`src/rtl/fp_div_pkg.sv`:
```
// Shared types and encoding helpers for the sequential FP divider and its rounding stage.
package fp_div_pkg;

    localparam int FP_MAX_W = 64;

    typedef enum logic [1:0] {
        S_IDLE = 2'd0,
        S_DIV  = 2'd1,
        S_RND  = 2'd2,
        S_DONE = 2'd3
    } fp_div_state_t;

    typedef enum logic [1:0] {
        RM_RNE = 2'd0,
        RM_RTZ = 2'd1,
        RM_RUP = 2'd2,
        RM_RDN = 2'd3
    } fp_rm_t;

    typedef struct packed {
        logic invalid;
        logic div_by_zero;
        logic overflow;
        logic underflow;
        logic inexact;
    } fp_flags_t;

    // Signed infinity for an (exp_w, man_w) format, right-aligned in FP_MAX_W bits.
    function automatic logic [FP_MAX_W-1:0] fp_inf(input int exp_w, input int man_w, input logic sign);
        logic [FP_MAX_W-1:0] one;
        logic [FP_MAX_W-1:0] sgn;
        one    = '0;
        one[0] = 1'b1;
        sgn    = '0;
        sgn[0] = sign;
        return (((one << exp_w) - one) << man_w) | (sgn << (exp_w + man_w));
    endfunction

    // Canonical quiet NaN: positive, exponent all ones, only the fraction MSB set.
    function automatic logic [FP_MAX_W-1:0] fp_qnan(input int exp_w, input int man_w);
        logic [FP_MAX_W-1:0] one;
        one    = '0;
        one[0] = 1'b1;
        return fp_inf(exp_w, man_w, 1'b0) | (one << (man_w - 1));
    endfunction

endpackage

```
`src/rtl/fp_div_round.sv`:
```
// Normalise, round and range-check a raw quotient, then pack it with exception flags.
// Latency: purely combinational, zero cycles.
// Backpressure: none; the caller holds inputs stable for as long as it samples the outputs.
module fp_div_round
    import fp_div_pkg::*;
#(
    parameter int  EXP_W = 8,
    parameter int  MAN_W = 23,
    localparam int W     = 1 + EXP_W + MAN_W,
    localparam int QW    = MAN_W + 4,
    localparam int EW2   = EXP_W + 2
) (
    input  logic                  sign,
    input  logic signed [EW2-1:0] exp_pre,
    input  logic [QW-1:0]         quo,
    input  logic                  sticky_in,
    input  fp_rm_t                rm,
    output logic [W-1:0]          result,
    output fp_flags_t             flags
);

    localparam logic [FP_MAX_W-1:0] INF_FULL = fp_inf(EXP_W, MAN_W, 1'b0);
    localparam logic [W-2:0]        INF_MAG  = INF_FULL[W-2:0];
    localparam logic [W-2:0]        MAX_MAG  = {{(EXP_W-1){1'b1}}, 1'b0, {MAN_W{1'b1}}};
    localparam logic signed [EW2-1:0] EXP_LIM = EW2'((2**EXP_W) - 1);

    logic                  norm_shift;
    logic [MAN_W-1:0]      frac_raw;
    logic                  guard;
    logic                  rnd;
    logic                  sticky;
    logic                  inexact;
    logic                  inc;
    logic                  carry;
    logic [MAN_W-1:0]      frac;
    logic signed [EW2-1:0] exp_fin;
    logic                  ovf;
    logic                  unf;
    logic                  to_inf;

    // Quotient lies in (0.5, 2); a clear MSB means one extra bit of precision must be pulled up.
    assign norm_shift = ~quo[QW-1];
    assign frac_raw   = norm_shift ? quo[QW-3:2] : quo[QW-2:3];
    assign guard      = norm_shift ? quo[1] : quo[2];
    assign rnd        = norm_shift ? quo[0] : quo[1];
    assign sticky     = (norm_shift ? 1'b0 : quo[0]) | sticky_in;
    assign inexact    = guard | rnd | sticky;

    always_comb begin
        inc = 1'b0;
        case (rm)
            RM_RNE:  inc = guard & (rnd | sticky | frac_raw[0]);
            RM_RTZ:  inc = 1'b0;
            RM_RUP:  inc = inexact & ~sign;
            RM_RDN:  inc = inexact & sign;
            default: inc = 1'b0;
        endcase
    end

    // A fraction carry-out leaves the fraction at zero, i.e. significand 1.0 one binade up.
    assign {carry, frac} = {1'b0, frac_raw} + {{MAN_W{1'b0}}, inc};

    assign exp_fin = exp_pre
                   - $signed({{(EW2-1){1'b0}}, norm_shift})
                   + $signed({{(EW2-1){1'b0}}, carry});

    assign ovf    = exp_fin >= EXP_LIM;
    assign unf    = exp_fin[EW2-1] | (exp_fin == '0);
    assign to_inf = (rm == RM_RNE) | ((rm == RM_RUP) & ~sign) | ((rm == RM_RDN) & sign);

    always_comb begin
        flags         = '0;
        flags.inexact = inexact;
        result        = {sign, exp_fin[EXP_W-1:0], frac};
        if (ovf) begin
            flags.overflow = 1'b1;
            flags.inexact  = 1'b1;
            result         = to_inf ? {sign, INF_MAG} : {sign, MAX_MAG};
        end else if (unf) begin
            flags.underflow = 1'b1;
            flags.inexact   = 1'b1;
            result          = {sign, {(W-1){1'b0}}};
        end
    end

endmodule

```
`src/rtl/fp_div_seq.sv`:
```
// Sequential IEEE-754 divider: restoring division retiring BPC quotient bits per cycle.
// Latency: ceil((MAN_W+4)/BPC)+2 cycles accept-to-valid, 1 cycle for special operands.
// Backpressure: one op in flight; result held in DONE until out_ready, in_ready low while busy.
module fp_div_seq
    import fp_div_pkg::*;
#(
    parameter int  EXP_W = 8,
    parameter int  MAN_W = 23,
    parameter int  BPC   = 1,
    localparam int W     = 1 + EXP_W + MAN_W
) (
    input  logic         clk,
    input  logic         rst_n,
    input  logic         in_valid,
    output logic         in_ready,
    input  logic [W-1:0] a,
    input  logic [W-1:0] b,
    input  logic [1:0]   rm,
    output logic         out_valid,
    input  logic         out_ready,
    output logic [W-1:0] result,
    output logic [4:0]   flags
);

    localparam int QW    = MAN_W + 4;
    localparam int NCYC  = (QW + BPC - 1) / BPC;
    localparam int NQ    = NCYC * BPC;
    localparam int CNT_W = $clog2(NCYC + 1);
    localparam int RW    = MAN_W + 2;
    localparam int EW2   = EXP_W + 2;
    localparam int BIAS  = (2**(EXP_W-1)) - 1;

    localparam logic [CNT_W-1:0]    CNT_LAST  = CNT_W'(NCYC - 1);
    localparam logic [NQ-1:0]       LOW_MASK  = ~({NQ{1'b1}} << (NQ - QW));
    localparam logic [FP_MAX_W-1:0] INF_FULL  = fp_inf(EXP_W, MAN_W, 1'b0);
    localparam logic [FP_MAX_W-1:0] QNAN_FULL = fp_qnan(EXP_W, MAN_W);
    localparam logic [W-2:0]        INF_MAG   = INF_FULL[W-2:0];
    localparam logic [W-1:0]        QNAN      = QNAN_FULL[W-1:0];

    fp_div_state_t state_q, state_d;

    logic [CNT_W-1:0] cnt_q;
    logic             sign_q;
    logic [EXP_W-1:0] ea_q;
    logic [EXP_W-1:0] eb_q;
    logic [MAN_W:0]   div_q;
    logic [RW-1:0]    rem_q, rem_d;
    logic [NQ-1:0]    quo_q, quo_d;
    logic [RW:0]      diff;
    fp_rm_t           rm_q;
    logic [W-1:0]     result_q;
    fp_flags_t        flags_q;

    logic             a_sgn, b_sgn;
    logic [EXP_W-1:0] a_exp, b_exp;
    logic [MAN_W-1:0] a_frac, b_frac;
    logic             a_zero, b_zero, a_inf, b_inf, a_nan, b_nan, q_sgn;
    logic             spec_hit;
    logic [W-1:0]     spec_res;
    fp_flags_t        spec_flg;

    logic signed [EW2-1:0] exp_pre;
    logic                  sticky_in;
    logic [W-1:0]          rnd_res;
    fp_flags_t             rnd_flg;

    assign {a_sgn, a_exp, a_frac} = a;
    assign {b_sgn, b_exp, b_frac} = b;

    // Denormal inputs are flushed: any zero exponent is treated as a zero operand.
    assign a_zero = (a_exp == '0);
    assign b_zero = (b_exp == '0);
    assign a_nan  = (&a_exp) & (|a_frac);
    assign b_nan  = (&b_exp) & (|b_frac);
    assign a_inf  = (&a_exp) & ~(|a_frac);
    assign b_inf  = (&b_exp) & ~(|b_frac);
    assign q_sgn  = a_sgn ^ b_sgn;

    always_comb begin
        spec_hit = 1'b1;
        spec_res = '0;
        spec_flg = '0;
        if (a_nan | b_nan | (a_zero & b_zero) | (a_inf & b_inf)) begin
            spec_res         = QNAN;
            spec_flg.invalid = 1'b1;
        end else if (b_zero) begin
            spec_res             = {q_sgn, INF_MAG};
            spec_flg.div_by_zero = 1'b1;
        end else if (a_inf) begin
            spec_res = {q_sgn, INF_MAG};
        end else if (a_zero | b_inf) begin
            spec_res = {q_sgn, {(W-1){1'b0}}};
        end else begin
            spec_hit = 1'b0;
        end
    end

    always_ff @(posedge clk or negedge rst_n) begin
        if (!rst_n) state_q <= S_IDLE;
        else        state_q <= state_d;
    end

    always_comb begin
        state_d   = state_q;
        in_ready  = 1'b0;
        out_valid = 1'b0;
        case (state_q)
            S_IDLE: begin
                in_ready = 1'b1;
                if (in_valid) state_d = spec_hit ? S_DONE : S_DIV;
            end
            S_DIV: begin
                if (cnt_q == CNT_LAST) state_d = S_RND;
            end
            S_RND: begin
                state_d = S_DONE;
            end
            S_DONE: begin
                out_valid = 1'b1;
                if (out_ready) state_d = S_IDLE;
            end
            default: state_d = S_IDLE;
        endcase
    end

    // Restoring steps: remainder stays below twice the divisor, so RW+1 bits expose the borrow.
    always_comb begin
        rem_d = rem_q;
        quo_d = quo_q;
        diff  = '0;
        for (int k = 0; k < BPC; k++) begin
            diff  = {1'b0, rem_d} - {2'b00, div_q};
            quo_d = {quo_d[NQ-2:0], ~diff[RW]};
            if (!diff[RW]) rem_d = diff[RW-1:0];
            rem_d = rem_d << 1;
        end
    end

    always_ff @(posedge clk or negedge rst_n) begin
        if (!rst_n) begin
            cnt_q    <= '0;
            sign_q   <= 1'b0;
            ea_q     <= '0;
            eb_q     <= '0;
            div_q    <= '0;
            rem_q    <= '0;
            quo_q    <= '0;
            rm_q     <= RM_RNE;
            result_q <= '0;
            flags_q  <= '0;
        end else begin
            case (state_q)
                S_IDLE: begin
                    if (in_valid) begin
                        cnt_q  <= '0;
                        sign_q <= q_sgn;
                        ea_q   <= a_exp;
                        eb_q   <= b_exp;
                        div_q  <= {1'b1, b_frac};
                        rem_q  <= {2'b01, a_frac};
                        quo_q  <= '0;
                        rm_q   <= fp_rm_t'(rm);
                        if (spec_hit) begin
                            result_q <= spec_res;
                            flags_q  <= spec_flg;
                        end
                    end
                end
                S_DIV: begin
                    cnt_q <= cnt_q + 1'b1;
                    rem_q <= rem_d;
                    quo_q <= quo_d;
                end
                S_RND: begin
                    result_q <= rnd_res;
                    flags_q  <= rnd_flg;
                end
                default: ;
            endcase
        end
    end

    assign exp_pre = $signed({2'b00, ea_q}) - $signed({2'b00, eb_q}) + $signed(EW2'(BIAS));

    // Quotient bits beyond QW (odd QW with BPC=2) only matter as sticky information.
    assign sticky_in = (|rem_q) | (|(quo_q & LOW_MASK));

    fp_div_round #(
        .EXP_W (EXP_W),
        .MAN_W (MAN_W)
    ) u_round (
        .sign      (sign_q),
        .exp_pre   (exp_pre),
        .quo       (quo_q[NQ-1 -: QW]),
        .sticky_in (sticky_in),
        .rm        (rm_q),
        .result    (rnd_res),
        .flags     (rnd_flg)
    );

    assign result = result_q;
    assign flags  = flags_q;

endmodule

```
`config.mk`:
```
export PLATFORM = sky130hd
export DESIGN_NAME = fp_div_seq
export DESIGN_NICKNAME = d
export VERILOG_FILES = /design/src/rtl/fp_div_pkg.sv /design/src/rtl/fp_div_round.sv /design/src/rtl/fp_div_seq.sv
export SDC_FILE = /design/constraint.sdc
export NUM_CORES = 1
export LEC_CHECK = 0
export BUFFER_PORTS_ARGS = -buffer_cell sky130_fd_sc_hd__buf_4
export CAP_MARGIN = 20
export CORE_MARGIN = 1.5
export CORE_UTILIZATION = 59
export CTS_CLUSTER_DIAMETER = 100
export DETAILED_ROUTE_END_ITERATION = 6
export PLACE_DENSITY = 0.86
export SKIP_CTS_REPAIR_TIMING = 1
export SLEW_MARGIN = 20
export SYNTH_ARGS = -nofsm -noshare
export SYNTH_HDL_FRONTEND = slang
export SYNTH_HIERARCHICAL = 1
export SYNTH_SLANG_ARGS = --single-unit
```
`constraint.sdc`:
```
create_clock -name clk -period 10.67 [get_ports clk]
set_clock_uncertainty 0.2 [all_clocks]
set_input_delay 0.5335 -clock clk [delete_from_list [all_inputs] [get_ports clk]]
set_output_delay 0.5335 -clock clk [all_outputs]
set_load 0.005 [all_outputs]
```
==> flow_summary.toml, run 1 <==
[die]
fp.dieW_microns = 133
num_rows = 47
core_sq_um = 16500
dieArea_sq_um = 17600
pin_count = 109
start_util_pct = 60.1
die_y_microns = 133

[worst_setup_path]
cp.required_ns = 10.82
path_max_fanout = 16
rrSetupSlack_ns = 3.66
path_class = "reg2reg"
worst_setup_path_start_kind = "flop"
crit_arrival_ns = 7.15
crit_path_end_kind = "flop"

[timing]
hold_viol = 0
finalCriticalPeriod_ns = 7.01
relSlewSlack_pct = 27.0
setup_tns_ns = 0
finalSetupViolations = 0
fmax_mhz = 143
rsz0062_at_grt = "no"
worst_pin_slew_ns = 1.09
slew_viol_final = 0
final.period_utilization_pct = 65.7

[route]
drtPass1Iterations = 5
drc = 0
ant_nets = 0
drt_iter0_drc = 823
vias = 8667
wirelength_mm = 24.5
viasPerCell = 6.27
wl_per_cell_microns = 17.7

[layout]
multi_input_area_sq_um = 5980
n_antenna_cell = 0
syn_to_final_growth_pct = 15.1
regArea_sq_um = 3480
layout_common_cells = "139 x dfrtp_1, 114 x buf_4, 76 x nor2_1, 74 x nand2_1, 62 x inv_1"
fin_nets = 1275
drive_gt1_share_pct = 20.1
nFillCells = 1205
final_common_cell = "dfrtp_1"

[clock_network]
tritoncts = "built"
clk_latency_ns = 0.44
clock_sinks = 139
htreeDepth = 4
cts_root_buf = "clkbuf_16"
clk_path_buf_depth = 2
cts_made_buffers = 17
clkTransAtPathRegs_ns = 0.07

[global_route]
antenna_found_initial = 0
grt-ovfl-total = 0
grt_util_all_layers_pct = 28.3
grt_pass1_wl_mm = 40.4
grt_pass1_vias = 8230
grt_max_degree = 77

[synth]
synth_edf_count = 0
postSynth.asyncResetShare_pct = 100
yosysUniqueCellTypes = 87
synth_ff_type = "dfrtp_1"
synth_seq_area_share_pct = 35.0
synth_area_per_cell_sq_um = 9.26
ys_ff_latch = 139
netlist_area_sq_um = 9930
syn_inst = 1073
yosys_warnings = 6

[placed_design]
gp_congestion = 0.948
portBuffers = 108
dp_hpwl_mm = 17.2

[hold_path]
hold_class = "in2reg"

[job]
drv_cap = 0

[outcome]
status = "finished clean"
-- final cells by class --
class | count | area share [%]
Sequential cell | 139 | 30.4
Inverter | 63 | 2.07
Multi-Input combinational cell | 812 | 52.3
Clock inverter | 15 | 1.14
Clock buffer | 17 | 3.72
Tap cell | 220 | 2.41
Timing Repair Buffer | 117 | 7.91
-- critical path: stages (launching register included) --
cell,delay (ns)
dfrtp_1,0.42
or4_1,0.56
nor4_1,0.24
nand4_1,0.23
a2111oi_0,0.69
nor2_1,0.08
nand2_1,0.09
o41ai_1,0.06
ha_1,0.21
nand2_1,0.10
a2111o_1,0.31
nor3_4,0.11
nand4_1,0.13
ha_1,0.25
inv_1,0.06
ha_1,0.19
inv_1,0.08
fa_1,0.45
nand2b_1,0.24
a211oi_1,0.23
o22ai_1,0.13
xnor2_1,0.42
a31oi_2,0.23
or4_1,0.80
o31ai_1,0.16
nor2b_1,0.08
o31ai_1,0.18
-- state kept, by name (all words and copies together) (netlist names) --
| name | cells |
|---|---|
| rm_q | 2 |
| result | 32 |
| ea_q | 8 |
| sign_q | 1 |
| flags | 5 |
| eb_q | 8 |
| cnt_q | 5 |
| div_q | 24 |
| rem_q | 25 |
| state_q | 2 |
| quo_q | 27 |
-- synth_stat cells (4+ instances only) --
| library cell | instances | area [sq um] |
|---|---|---|
| and2_1 | 5 | 31.3 |
| a21o_1 | 19 | 143 |
| a211oi_1 | 15 | 113 |
| a21oi_1 | 61 | 305 |
| nor4_1 | 21 | 131 |
| a22o_1 | 55 | 482 |
| or2_2 | 4 | 25.0 |
| buf_6 | 4 | 45.0 |
| dfrtp_1 | 139 | 3480 |
| or4_1 | 4 | 30.0 |
| o21a_1 | 15 | 113 |
| nand3b_1 | 6 | 45.0 |
| o211ai_1 | 4 | 30.0 |
| ha_1 | 53 | 663 |
| and3_1 | 7 | 43.8 |
| buf_2 | 8 | 40.0 |
| buf_4 | 7 | 52.6 |
| nand2_1 | 75 | 282 |
| a22oi_1 | 4 | 30.0 |
| nor2b_1 | 15 | 93.8 |
| clkbuf_1 | 36 | 135 |
| o31ai_1 | 21 | 158 |
| nor3_1 | 23 | 115 |
| nand4_1 | 17 | 106 |
| or3_1 | 6 | 37.5 |
| o21ai_0 | 44 | 220 |
| xnor2_1 | 31 | 272 |
| xor2_1 | 28 | 245 |
| a31oi_1 | 6 | 37.5 |
| nor2_1 | 77 | 289 |
| buf_1 | 5 | 18.8 |
| nand3_1 | 25 | 125 |
| mux2i_1 | 36 | 360 |
| inv_1 | 62 | 233 |
| nand2b_1 | 9 | 56.3 |
| nor3b_1 | 5 | 37.5 |
| mux2_2 | 48 | 541 |
-- per-layer routing --
metal / track usage [%] / vias to the layer above / wire (microns)
met3: 4.94 / 52 / 1300
met1: 37.3 / 4190 / 10700
met4: 9.71 / 0 / 533
met5: 0 / - / 0
met2: 47.2 / 336 / 11900
li1: - / 4089 / -
-- final timing paths --
path                       cells after the start      start    endpoint
setup / recovery                              26  rem_q[19]  result[22]
hold / removal                                 2      b[16]   div_q[16]
setup reg to reg                              26  rem_q[19]  result[22]
hold reg to reg                                2  div_q[23]   div_q[23]
max in group asynchronous                      3      rst_n   quo_q[15]
min in group asynchronous                      2      rst_n    flags[3]
-- kinds of logic after synthesis --
group	count (synthesis)	synth area share (%)
fa+ha+maj	56	7.18
flops	139	35.0
mux	84	9.07
buf+inv	123	5.32
simple gates	317	16.5
other cells	1	0.0378
xor+xnor	59	5.20
compound gates	294	21.6
-- stage by stage --
stage          hold slack (ns)  instances  area [sq um]  setup WS [ns]  utilization, %
6_report                 0.134       1383         11400           3.66            69.2
4_1_cts                -0.0959       1381         11400           3.81            68.9
3_3_place_gp             0.235       1349         10800           4.18            65.5
3_5_place_dp             0.247       1349         10800           3.88            65.5
2_1_floorplan           0.0379       1074          9930           4.58               -
5_1_grt                  0.136       1383         11400           3.32            69.2
Power of run 1 is not shown: default switching activity piles up to over one toggle a cycle in this logic, so the estimate is an artifact.
==> run 2: changes to the inputs <==
--- a/config.mk
+++ b/config.mk
@@ -8,10 +8,10 @@
 export BUFFER_PORTS_ARGS = -buffer_cell sky130_fd_sc_hd__buf_4
 export CAP_MARGIN = 20
 export CORE_MARGIN = 1.5
-export CORE_UTILIZATION = 59
+export CORE_UTILIZATION = 54
 export CTS_CLUSTER_DIAMETER = 100
 export DETAILED_ROUTE_END_ITERATION = 6
-export PLACE_DENSITY = 0.86
+export PLACE_DENSITY = 0.83
 export SKIP_CTS_REPAIR_TIMING = 1
 export SLEW_MARGIN = 20
 export SYNTH_ARGS = -nofsm -noshare
==> constraint.sdc (replaced) <==
create_clock -name clk -period 6.39 [get_ports clk]
set_clock_uncertainty 0.2 [all_clocks]
set_input_delay 0.3195 -clock clk [delete_from_list [all_inputs] [get_ports clk]]
set_output_delay 0.3195 -clock clk [all_outputs]
set_load 0.005 [all_outputs]
==> flow_summary.toml, run 2 (same netlist as run 1, synthesis figures left out) <==
[die]
num_rows = 49
pin_count = 109
dieArea_sq_um = 19200
start_util_pct = 55.1
core_sq_um = 18000
die_y_microns = 139
fp.dieW_microns = 139

[clock_network]
cts_made_buffers = 17
htreeDepth = 4
clk_path_buf_depth = 2
clkTransAtPathRegs_ns = 0.06
cts_root_buf = "clkbuf_16"
clk_latency_ns = 0.43
tritoncts = "built"
clock_sinks = 139

[worst_setup_path]
crit_path_frequent_cell = "ha_1"
worst_setup_path_start_kind = "flop"
max_stage_delay_ns = 0.59
crit_arrival_ns = 6.18
crit_slowest_cell = "or4_1"
rr_worst_depth = 26
crit_path_end_kind = "flop"
cp.required_ns = 6.52
path_class = "reg2reg"
path_max_fanout = 16

[global_route]
grt_pass1_wl_mm = 40.9
grt_pass1_vias = 8108
grt_max_degree = 76
grt-ovfl-total = 0
antenna_found_initial = 0
grt_util_all_layers_pct = 26.0

[layout]
largest_reg_flops = 32
fin_nets = 1323
nFillCells = 1362
final_common_cell = "dfrtp_1"
layout_common_cells = "139 x dfrtp_1, 120 x buf_4, 76 x nor2_1, 73 x nand2_1, 62 x inv_1"
instances_no_fill = 1440
fin_area_sq_um = 12000
drive_gt1_share_pct = 20.0
syn_to_final_growth_pct = 20.9
n_antenna_cell = 0

[timing]
relSlewSlack_pct = 36.4
final.period_utilization_pct = 94.6
fmax_mhz = 166
whs_ns = -0.00331
finalSetupViolations = 0
worst_pin_slew_ns = 0.954
finalCriticalPeriod_ns = 6.04
slew_viol_final = 0
hold_viol = 1

[route]
wl_per_cell_microns = 18.4
wirelength_mm = 26.5
ant_nets = 0
drt_iter0_drc = 755
drc = 0
viasPerCell = 6.17
vias = 8885
drtPass1Iterations = 6

[hold_path]
hold_class = "in2reg"
whs_path_depth = 3

[placed_design]
portBuffers = 108
placed_cell_area_sq_um = 10900
dp.cells = 1364
dp_hpwl_mm = 17.7
gp_congestion = 0.894

[job]
drv_cap = 0

[outcome]
status = "finished with violations"
violations = "hold timing"
-- run 2: critical path: cells and delay by family, from the launching register on --
family	cells	cell delay, ns
buffers and inverters	3	0.33
adders and majority gates	4	1.05
DFF	1	0.41
and+or+nand+nor	11	2.33
AOI/OAI and AO/OA	8	1.63
-- run 2: final cells by class --
cell class | count | area (sq um) | area share [%]
Sequential cell | 139 | 3480 | 29.0
Inverter | 63 | 236 | 1.97
Clock inverter | 14 | 195 | 1.63
Timing Repair Buffer | 165 | 1370 | 11.4
Tap cell | 229 | 287 | 2.39
Multi-Input combinational cell | 812 | 6010 | 50.1
Clock buffer | 18 | 429 | 3.57
-- run 2: routing by layer --
| layer | up-vias | GRT usage (%) | part of all wire, % | wire length (microns) |
|---|---|---|---|---|
| li1 | 4179 | - | - | - |
| met5 | - | 0 | 0 | 0 |
| met1 | 4282 | 35.4 | 42 | 11200 |
| met2 | 365 | 42.5 | 49 | 13100 |
| met3 | 59 | 4.87 | 6.1 | 1610 |
| met4 | 0 | 7.57 | 2.1 | 567 |
-- run 2: worst paths after layout --
| path | slack, ns | start | end |
|---|---|---|---|
| worst max-delay path | 0.35 | rem_q[19] | result[22] |
| worst min-delay path | -0.003 | a[1] | rem_q[1] |
| worst max register to register | 0.35 | rem_q[19] | result[22] |
| worst min register to register | 0.26 | div_q[23] | div_q[23] |
| max in group asynchronous | 4.32 | rst_n | state_q[0] |
| min in group asynchronous | 0.26 | rst_n | ea_q[7] |
-- run 2: stage by stage --
step                      setup TNS (ns)  setup slack, ns  utilization (%)  hold WS, ns
after floorplan                        0            0.301                -       -0.176
after global routing             -0.0402          -0.0204             66.6      0.00214
after detailed placement               0            0.127             60.4        0.155
final                                  0            0.348             66.6     -0.00331
after global placement                 0            0.309             60.4        0.147
after CTS                              0            0.103             63.9       -0.299
Power of run 2 is left out for the same reason.
